$ cat config.mk
export PLATFORM = sky130hd
export DESIGN_NAME = poker_settle
export DESIGN_NICKNAME = d
export VERILOG_FILES = /design/src/rtl/poker_settle.sv
export SDC_FILE = /design/constraint.sdc
export NUM_CORES = 1
export LEC_CHECK = 0
export CORE_MARGIN = 2
export CORE_UTILIZATION = 57
export DETAILED_ROUTE_END_ITERATION = 16
export MAX_ROUTING_LAYER = met4
export PLACE_DENSITY = 0.82
export SETUP_SLACK_MARGIN = 0.5
export SYNTH_ARGS = -nofsm -noshare
export SYNTH_HDL_FRONTEND = slang
export SYNTH_SLANG_ARGS = --single-unit
$ cat constraint.sdc
create_clock -name CLK -period 6.7 [get_ports CLK]
set_input_delay 0.67 -clock CLK [delete_from_list [all_inputs] [get_ports CLK]]
set_output_delay 0.67 -clock CLK [all_outputs]
set_load 0.02 [all_outputs]
$ cat src/rtl/poker_settle.sv
// Round settlement for two-player Indian poker: picks the winner from the latched
// end-of-round result and moves chips from the loser to the winner, one chip per clock.
module poker_settle #(
    parameter int W          = 8,
    parameter int INIT_CHIPS = 20,
    parameter int FOLD_PEN   = 10
) (
    input  logic         CLK,
    input  logic         CLR,
    input  logic         settle,
    input  logic [3:0]   card_a,
    input  logic [3:0]   card_b,
    input  logic [W-1:0] bet_a,
    input  logic [W-1:0] bet_b,
    input  logic         fold_a,
    input  logic         fold_b,
    output logic [W-1:0] chips_a,
    output logic [W-1:0] chips_b,
    output logic [1:0]   winner,
    output logic         busy,
    output logic         done,
    output logic         err,
    output logic         game_over,
    output logic [2:0]   dbg_state
);

    localparam logic [2:0] S_IDLE = 3'd0;
    localparam logic [2:0] S_EVAL = 3'd1;
    localparam logic [2:0] S_PAY  = 3'd2;
    localparam logic [2:0] S_DONE = 3'd3;
    localparam logic [2:0] S_OVER = 3'd4;

    localparam logic [W-1:0] INIT_VAL = W'(INIT_CHIPS);
    localparam logic [W:0]   PEN_VAL  = (W+1)'(FOLD_PEN);

    logic [2:0]   state;
    logic [W:0]   remaining;
    logic         a_pays;
    logic [3:0]   l_card_a;
    logic [3:0]   l_card_b;
    logic [W-1:0] l_bet_a;
    logic [W-1:0] l_bet_b;
    logic         l_fold_a;
    logic         l_fold_b;

    logic         bad_card;
    logic [1:0]   eval_winner;
    logic [W:0]   eval_amount;
    logic [W:0]   loser_bal;
    logic [W:0]   eval_remaining;

    assign bad_card = (l_card_a == 4'd0) || (l_card_a > 4'd10) ||
                      (l_card_b == 4'd0) || (l_card_b > 4'd10);

    // Outcome of the latched round; amount is W+1 bits so bet plus penalty cannot wrap.
    always_comb begin
        eval_winner = 2'b00;
        eval_amount = '0;
        if (bad_card) begin
            eval_winner = 2'b00;
        end else if (l_fold_a && l_fold_b) begin
            eval_winner = 2'b11;
        end else if (l_fold_a) begin
            eval_winner = 2'b10;
            eval_amount = {1'b0, l_bet_a} + ((l_card_a == 4'd10) ? PEN_VAL : '0);
        end else if (l_fold_b) begin
            eval_winner = 2'b01;
            eval_amount = {1'b0, l_bet_b} + ((l_card_b == 4'd10) ? PEN_VAL : '0);
        end else if (l_card_a > l_card_b) begin
            eval_winner = 2'b01;
            eval_amount = {1'b0, l_bet_b};
        end else if (l_card_b > l_card_a) begin
            eval_winner = 2'b10;
            eval_amount = {1'b0, l_bet_a};
        end else begin
            eval_winner = 2'b11;
        end
    end

    assign loser_bal      = (eval_winner == 2'b10) ? {1'b0, chips_a} : {1'b0, chips_b};
    assign eval_remaining = (eval_amount < loser_bal) ? eval_amount : loser_bal;

    always_ff @(posedge CLK) begin
        if (!CLR) begin
            state     <= S_IDLE;
            chips_a   <= INIT_VAL;
            chips_b   <= INIT_VAL;
            winner    <= 2'b00;
            remaining <= '0;
            a_pays    <= 1'b0;
            l_card_a  <= '0;
            l_card_b  <= '0;
            l_bet_a   <= '0;
            l_bet_b   <= '0;
            l_fold_a  <= 1'b0;
            l_fold_b  <= 1'b0;
        end else begin
            case (state)
                S_IDLE: begin
                    if (settle) begin
                        l_card_a <= card_a;
                        l_card_b <= card_b;
                        l_bet_a  <= bet_a;
                        l_bet_b  <= bet_b;
                        l_fold_a <= fold_a;
                        l_fold_b <= fold_b;
                        state    <= S_EVAL;
                    end
                end
                S_EVAL: begin
                    winner    <= eval_winner;
                    a_pays    <= (eval_winner == 2'b10);
                    if (bad_card) begin
                        remaining <= '0;
                        state     <= S_DONE;
                    end else begin
                        remaining <= eval_remaining;
                        state     <= (eval_remaining != '0) ? S_PAY : S_DONE;
                    end
                end
                S_PAY: begin
                    if (a_pays) begin
                        chips_a <= chips_a - 1'b1;
                        chips_b <= chips_b + 1'b1;
                    end else begin
                        chips_a <= chips_a + 1'b1;
                        chips_b <= chips_b - 1'b1;
                    end
                    remaining <= remaining - 1'b1;
                    if (remaining == (W+1)'(1)) begin
                        state <= S_DONE;
                    end
                end
                S_DONE: begin
                    state <= ((chips_a == '0) || (chips_b == '0)) ? S_OVER : S_IDLE;
                end
                S_OVER: begin
                    state <= S_OVER;
                end
                default: begin
                    state <= S_IDLE;
                end
            endcase
        end
    end

    assign busy      = (state == S_EVAL) || (state == S_PAY) || (state == S_DONE);
    assign done      = (state == S_DONE);
    assign err       = (state == S_EVAL) && bad_card;
    assign game_over = (state == S_OVER);
    assign dbg_state = state;

endmodule

==> run summary, run 1 <==
critical path class: flip-flop to flip-flop
fin nets: 625
CP max FO: 29
DRT Wirelength: 10900 µm
clk_skew: 5.88 ps
vias after detailed routing: 3936
core area: 6870 µm²
DRT Pass-1 Iters: 5
commonest non-fill, non-tap cell in the layout: nand2_1
Total Die Area: 7910 µm²
P_leak: 1.83 nW
max_cap viols: 0
Yosys reg bits: 57
Worst path max stage delay: 940 ps
Total Routing Usage GR: 29.8%
PortBufs: 53
mean cell area of the mapped netlist: 7.86 µm²
Crit path depth: 13
buffers plus inverters on the worst setup path: 0
RSZ-0062 raised after global routing: no
register area share after synthesis: 27.8%
Max Clk Rate: 0.202 GHz
critical path endpoint: remaining[0]$_SDFFE_PN0P_
Top Ports: 54
Die H: 88.9 µm
Netlist cell types: 66
global-route wire length before repair: 17800 µm
fin crit period: 4940 ps
DP Wirelength: 7920 µm
post-CTS sizing: 0
TNS Setup: 0 ps
Post-synth EDFFs: 0
run status: finished, final reports clean
r2r setup slk: 1760 ps
Top cell by count, worst path: a21oi_1
relative slew slack: 29.8%
critical path launch point type: flip-flop
Finished Layout Cells: 664
P&R area growth vs syn: 17.2%
clk buf depth: 2
initial antenna violation count: 0
crit path cell chain: or3_1 -> nor3_1 -> or4_1 -> nor2_4 -> mux2i_1 -> ha_1 -> a21oi_1 -> a21oi_1 -> a2111oi_0 -> o21ai_1 -> mux2_2 -> a221oi_2 -> nor2b_1
Die W: 88.9 µm
# DRC: 0
number of post-CTS setup repair buffers: 0
CP max stage cell: dfxtp_1
most frequent cells in the layout: nand2_1, dfxtp_1, clkdlybuf4s50_1
clock-pin slew on the worst setup and hold paths: 80 ps
# setup viols final: 0
DR WL/cell: 16.4 µm
Root Buffer: clkbuf_8
Rows: 30
CP Data Required Time: 6940 ps
r2r startpoint: l_fold_a$_SDFFE_PN0P_
drt first-iter violations: 326
Initial Utilization: 59.9%
CTS Buf Count: 9
ANT nets after route: 0
Worst Setup SP: l_fold_a$_SDFFE_PN0P_
R2R cell count: 13
hold buffers post-CTS: 0
Worst-Skew Late Latency: 350 ps
dominant cells by area after synthesis: dfxtp_1, ha_1, nand2_1, a21boi_0, nor2_1
Pwr Total: 1.03 mW
Synth top area share: 27.8%
Slew @ Worst Pin: 1050 ps
yosys synthesis warning count: 0
worst vdd ir: 0.000131 V
fin crit share: 73.8%
Max H-tree Level: 3
Synth async-reset ratio: 0%
share of cells above drive strength 1: 5.63%
Max Slew Vio Count: 0
worst min path class: flip-flop to flip-flop
post-synth design cell area: 4110 µm²
vias in the first global route: 3668
Inst Count DP: 648
Yosys top cell by area: dfxtp_1
GP Congestion: 0.995
GRT Residual Overflow: 0
top cell family by delay on the critical path: compound AO/OA/AOI/OAI gates
Syn Inst Count: 523
Worst EP arrival: 5190 ps
crit end category: flip-flop
pin count of the biggest net entering global routing: 59
Mapped Nets: 585
dominant synthesized flop cell: dfxtp_1
RR Endpoint: remaining[0]$_SDFFE_PN0P_
final hold vios: 0
via-per-instance ratio: 5.93
TritonCTS clock tree: yes
number of inserted diodes: 0
CTS Sinks: 57
P per Cell Area: 215 nW/µm²
-- state kept, by name, indices dropped and copies added, names as in the netlist --
name       count
a_pays         1
remaining      9
chips_b        8
chips_a        8
winner         2
l_bet_a        8
l_card_a       4
dbg_state      3
l_fold_a       1
l_bet_b        8
l_fold_b       1
l_card_b       4
-- worst min path at each step --
stage,start,endpoint,slack (ps),cells past startpoint
after global routing,l_bet_b[0]$_SDFFE_PN0P_,l_bet_b[0]$_SDFFE_PN0P_,520,2
after floorplan,l_bet_b[0]$_SDFFE_PN0P_,l_bet_b[0]$_SDFFE_PN0P_,440,2
after global placement,winner[1]$_SDFFE_PN0P_,winner[1]$_SDFFE_PN0P_,450,2
after CTS,winner[1]$_SDFFE_PN0P_,winner[1]$_SDFFE_PN0P_,480,2
final,winner[1]$_SDFFE_PN0P_,winner[1]$_SDFFE_PN0P_,480,2
after detailed placement,winner[1]$_SDFFE_PN0P_,winner[1]$_SDFFE_PN0P_,470,2
-- kinds of logic (layout without fill, tap and decap cells) --
group                    count (synthesis)  count (layout)  synth area share, %
flip-flops                              57              57                 27.8
XOR/XNOR                                22              22                 4.69
AND/OR/NAND/NOR                        225             225                 26.6
AO/OA/AOI/OAI                          135             135                 23.0
buffers and inverters                   40              85                 4.81
multiplexers                            11              11                 2.71
adder cells (fa/ha/maj)                 33              33                 10.4
-- synthesized netlist by cell type (all sizes together) (2+ instances only) --
library cell  count
a21boi           31
a21o              6
a21oi            26
a221oi            2
a22o              2
a311oi            3
a31oi             6
a32o              2
and2             13
and3              5
buf               4
clkbuf           22
dfxtp            57
fa                2
ha               31
inv              14
mux2i            10
nand2           100
nand2b            5
nand3             9
nand4             4
nand4b            3
nor2             37
nor2b            11
nor3             14
nor4              8
o211ai            6
o21a              5
o21ai            27
o311ai            2
o31ai             2
o41ai             4
or2               2
or3               6
xnor2            15
xor2              7
-- cell type report --
type	count	area, µm²
Tap cell	96	120
Timing Repair Buffer	55	546
Clock inverter	7	56.3
Clock buffer	9	124
Fill cell	571	2050
Multi-Input combinational cell	426	2780
Sequential cell	57	1140
Inverter	14	52.6
-- worst reg2reg max path, stage by stage (launching register included) --
cell	delay (ps)
dfxtp_1	940
or3_1	220
nor3_1	50
or4_1	640
nor2_4	340
mux2i_1	400
ha_1	340
a21oi_1	150
a21oi_1	70
a2111oi_0	630
o21ai_1	370
mux2_2	380
a221oi_2	220
nor2b_1	70
-- per-stage QoR --
stage	utilization [%]	worst slack, ps	cell area [µm²]	hold WS, ps
2_1_floorplan	-	2550	4110	444
3_3_place_gp	67.5	1900	4640	454
3_5_place_dp	67.5	1810	4640	465
4_1_cts	70.1	1800	4820	475
5_1_grt	70.1	1370	4820	519
6_report	70.1	1760	4820	479
-- routing by layer --
| metal | global-route usage, % | wire [µm] |
|---|---|---|
| met2 | 45.3 | 4990 |
| met3 | 6.93 | 669 |
| met4 | 8.68 | 226 |
| met1 | 39.8 | 5010 |
| met5 | - | 0 |
-- where the power goes --
| part | leakage (nW) | internal, mW | switching, mW |
|---|---|---|---|
| Clock | 0.0781 | 0.136 | 0.168 |
| Sequential | 0.465 | 0.366 | 0.0424 |
| Combinational | 1.28 | 0.137 | 0.184 |
Power figures use the tool's default switching activity.
==> run 2: changes to the inputs <==
Settings changed: CORE_UTILIZATION 57 to 56, PLACE_DENSITY 0.82 to 0.81.
Clock period 6.7 ns to 4.6 ns, I/O delays scaled along.
==> run summary, run 2 (synthesized netlist as in run 1, its figures left out) <==
run status: finished, final reports clean (unchanged)
fin area: 5240 µm² (was 4820 µm²)
DP Wirelength: 7910 µm (was 7920 µm)
Total Routing Usage GR: 28.7% (was 29.8%)
Slew @ Worst Pin: 986 ps (was 1050 ps)
CTS Sinks: 57 (unchanged)
worst setup margin: 600 ps (was 1760 ps)
Die W: 89.7 µm (was 88.9 µm)
pin count of the biggest net entering global routing: 58 (was 59)
CTS Buf Count: 9 (unchanged)
Die H: 89.7 µm (was 88.9 µm)
largest register by flop count: remaining (unchanged)
Worst EP arrival: 4270 ps (was 5190 ps)
PortBufs: 53 (unchanged)
Max Clk Rate: 0.250 GHz (was 0.202 GHz)
hold depth: 2 (unchanged)
clock-pin slew on the worst setup and hold paths: 70 ps (was 80 ps)
crit end category: flip-flop (unchanged)
Worst-Skew Late Latency: 340 ps (was 350 ps)
DR WL/cell: 16.6 µm (was 16.4 µm)
drt first-iter violations: 336 (was 326)
pre-CTS WS: 115 ps (was 1810 ps)
Pwr Total: 1.62 mW (was 1.03 mW)
critical path launch point type: flip-flop (unchanged)
Initial Utilization: 57.3% (was 59.9%)
Hold Path End: l_card_a[1]$_SDFFE_PN0P_ (was winner[1]$_SDFFE_PN0P_)
max reg flops: 9 (unchanged)
TNS Setup: 0 ps (unchanged)
Total Die Area: 8040 µm² (was 7910 µm²)
worst vdd ir: 0.000210 V (was 0.000131 V)
Max Slew Vio Count: 0 (unchanged)
RR Endpoint: dbg_state[0]$_SDFFE_PN0P_ (was remaining[0]$_SDFFE_PN0P_)
initial antenna violation count: 0 (unchanged)
CP max FO: 4 (was 29)
Root Buffer: clkbuf_8 (unchanged)
Top Ports: 54 (unchanged)
Inst Count DP: 662 (was 648)
P per Cell Area: 309 nW/µm² (was 215 nW/µm²)
number of inserted diodes: 0 (unchanged)
clk buf depth: 2 (unchanged)
FILL cells: 580 (was 571)
commonest non-fill, non-tap cell in the layout: nand2_1 (unchanged)
hold buffers post-CTS: 0 (unchanged)
r2r startpoint: l_card_a[1]$_SDFFE_PN0P_ (was l_fold_a$_SDFFE_PN0P_)
Max H-tree Level: 3 (unchanged)
global-route wire length before repair: 17500 µm (was 17800 µm)
HP Start: l_card_a[1]$_SDFFE_PN0P_ (was winner[1]$_SDFFE_PN0P_)
R2R cell count: 18 (was 13)
vias after detailed routing: 4090 (was 3936)
# setup viols final: 0 (unchanged)
clk_skew: 10.7 ps (was 5.88 ps)
fin crit share: 87.0% (was 73.8%)
RSZ-0062 raised after global routing: no (unchanged)
TritonCTS clock tree: yes (unchanged)
core area: 7180 µm² (was 6870 µm²)
Area after DPL: 4720 µm² (was 4640 µm²)
hold_ws: 483 ps (was 479 ps)
P_leak: 1.98 nW (was 1.83 nW)
via-per-instance ratio: 5.93 (about the same)
r2r setup slk: 600 ps (was 1760 ps)
# DRC: 0 (unchanged)
Finished Layout Cells: 690 (was 664)
fin nets: 648 (was 625)
critical path class: flip-flop to flip-flop (unchanged)
P&R area growth vs syn: 27.4% (was 17.2%)
Rows: 31 (was 30)
relative slew slack: 34.1% (was 29.8%)
max_cap viols: 0 (unchanged)
GP Congestion: 1.07 (was 0.995)
DRT Pass-1 Iters: 5 (unchanged)
final hold vios: 0 (unchanged)
fin crit period: 4000 ps (was 4940 ps)
vias in the first global route: 3673 (was 3668)
CP Data Required Time: 4870 ps (was 6940 ps)
most frequent cells in the layout: nand2_1, clkdlybuf4s50_1, dfxtp_1 (was nand2_1, dfxtp_1, clkdlybuf4s50_1)
DRT Wirelength: 11400 µm (was 10900 µm)
fin util: 73.0% (was 70.1%)
worst min path class: flip-flop to flip-flop (unchanged)
ANT nets after route: 0 (unchanged)
share of cells above drive strength 1: 14.4% (was 5.63%)
GRT Residual Overflow: 0 (unchanged)
[run 2: how the worst max path moves through the flow]
| stage | end | startpoint | cells after the start | slack [ps] |
|---|---|---|---|---|
| 2_1_floorplan | remaining[0]$_SDFFE_PN0P_ | l_card_a[2]$_SDFFE_PN0P_ | 17 | 550 |
| 3_3_place_gp | remaining[0]$_SDFFE_PN0P_ | l_card_a[2]$_SDFFE_PN0P_ | 15 | 330 |
| 3_5_place_dp | remaining[0]$_SDFFE_PN0P_ | l_card_a[2]$_SDFFE_PN0P_ | 15 | 120 |
| 4_1_cts | dbg_state[0]$_SDFFE_PN0P_ | l_card_b[3]$_SDFFE_PN0P_ | 19 | 520 |
| 5_1_grt | dbg_state[0]$_SDFFE_PN0P_ | l_card_a[1]$_SDFFE_PN0P_ | 18 | 440 |
| 6_report | dbg_state[0]$_SDFFE_PN0P_ | l_card_a[1]$_SDFFE_PN0P_ | 18 | 600 |
[run 2: cell type report]
type	instances	area, µm²	share of cell area (%)
Sequential cell	57	1160	22.1
Clock inverter	5	55.1	1.05
Timing Repair Buffer	78	718	13.7
Tap cell	99	124	2.36
Inverter	14	52.6	1.00
Multi-Input combinational cell	426	2990	57.1
Clock buffer	11	141	2.70
[run 2: what timing repair did]
item | 4_1_cts | 5_1_grt
buffers inserted | 7 | 5
pin swaps | 4 | 11
resized for setup | 8 | 34
endpoints found under the setup margin | 9 | 5
[run 2: worst max-delay path, stage by stage (launching register included)]
cell       delay (ps)
dfxtp_2           330
inv_1             170
ha_4              250
nor2b_4           130
o211ai_1          330
buf_4             200
and3_1            170
a311oi_1           50
o41ai_1           330
buf_4             200
ha_1              250
nand3_1            90
a21o_1            130
a21oi_2            70
a2111oi_4         380
o21a_4            210
a311oi_1           50
or4b_1            470
a21oi_1           120
[run 2: report_power, final]
group          switching, mW  internal, mW
logic                  0.301         0.252
clock network          0.209         0.263
registers             0.0592         0.533
[run 2: layer usage]
layer	track usage [%]	vias up	share of wire [%]
met5	-	-	0
met4	10.2	0	2.2
met3	4.39	32	5.9
met2	44.7	168	47
met1	37.8	1903	45
li1	-	1987	-
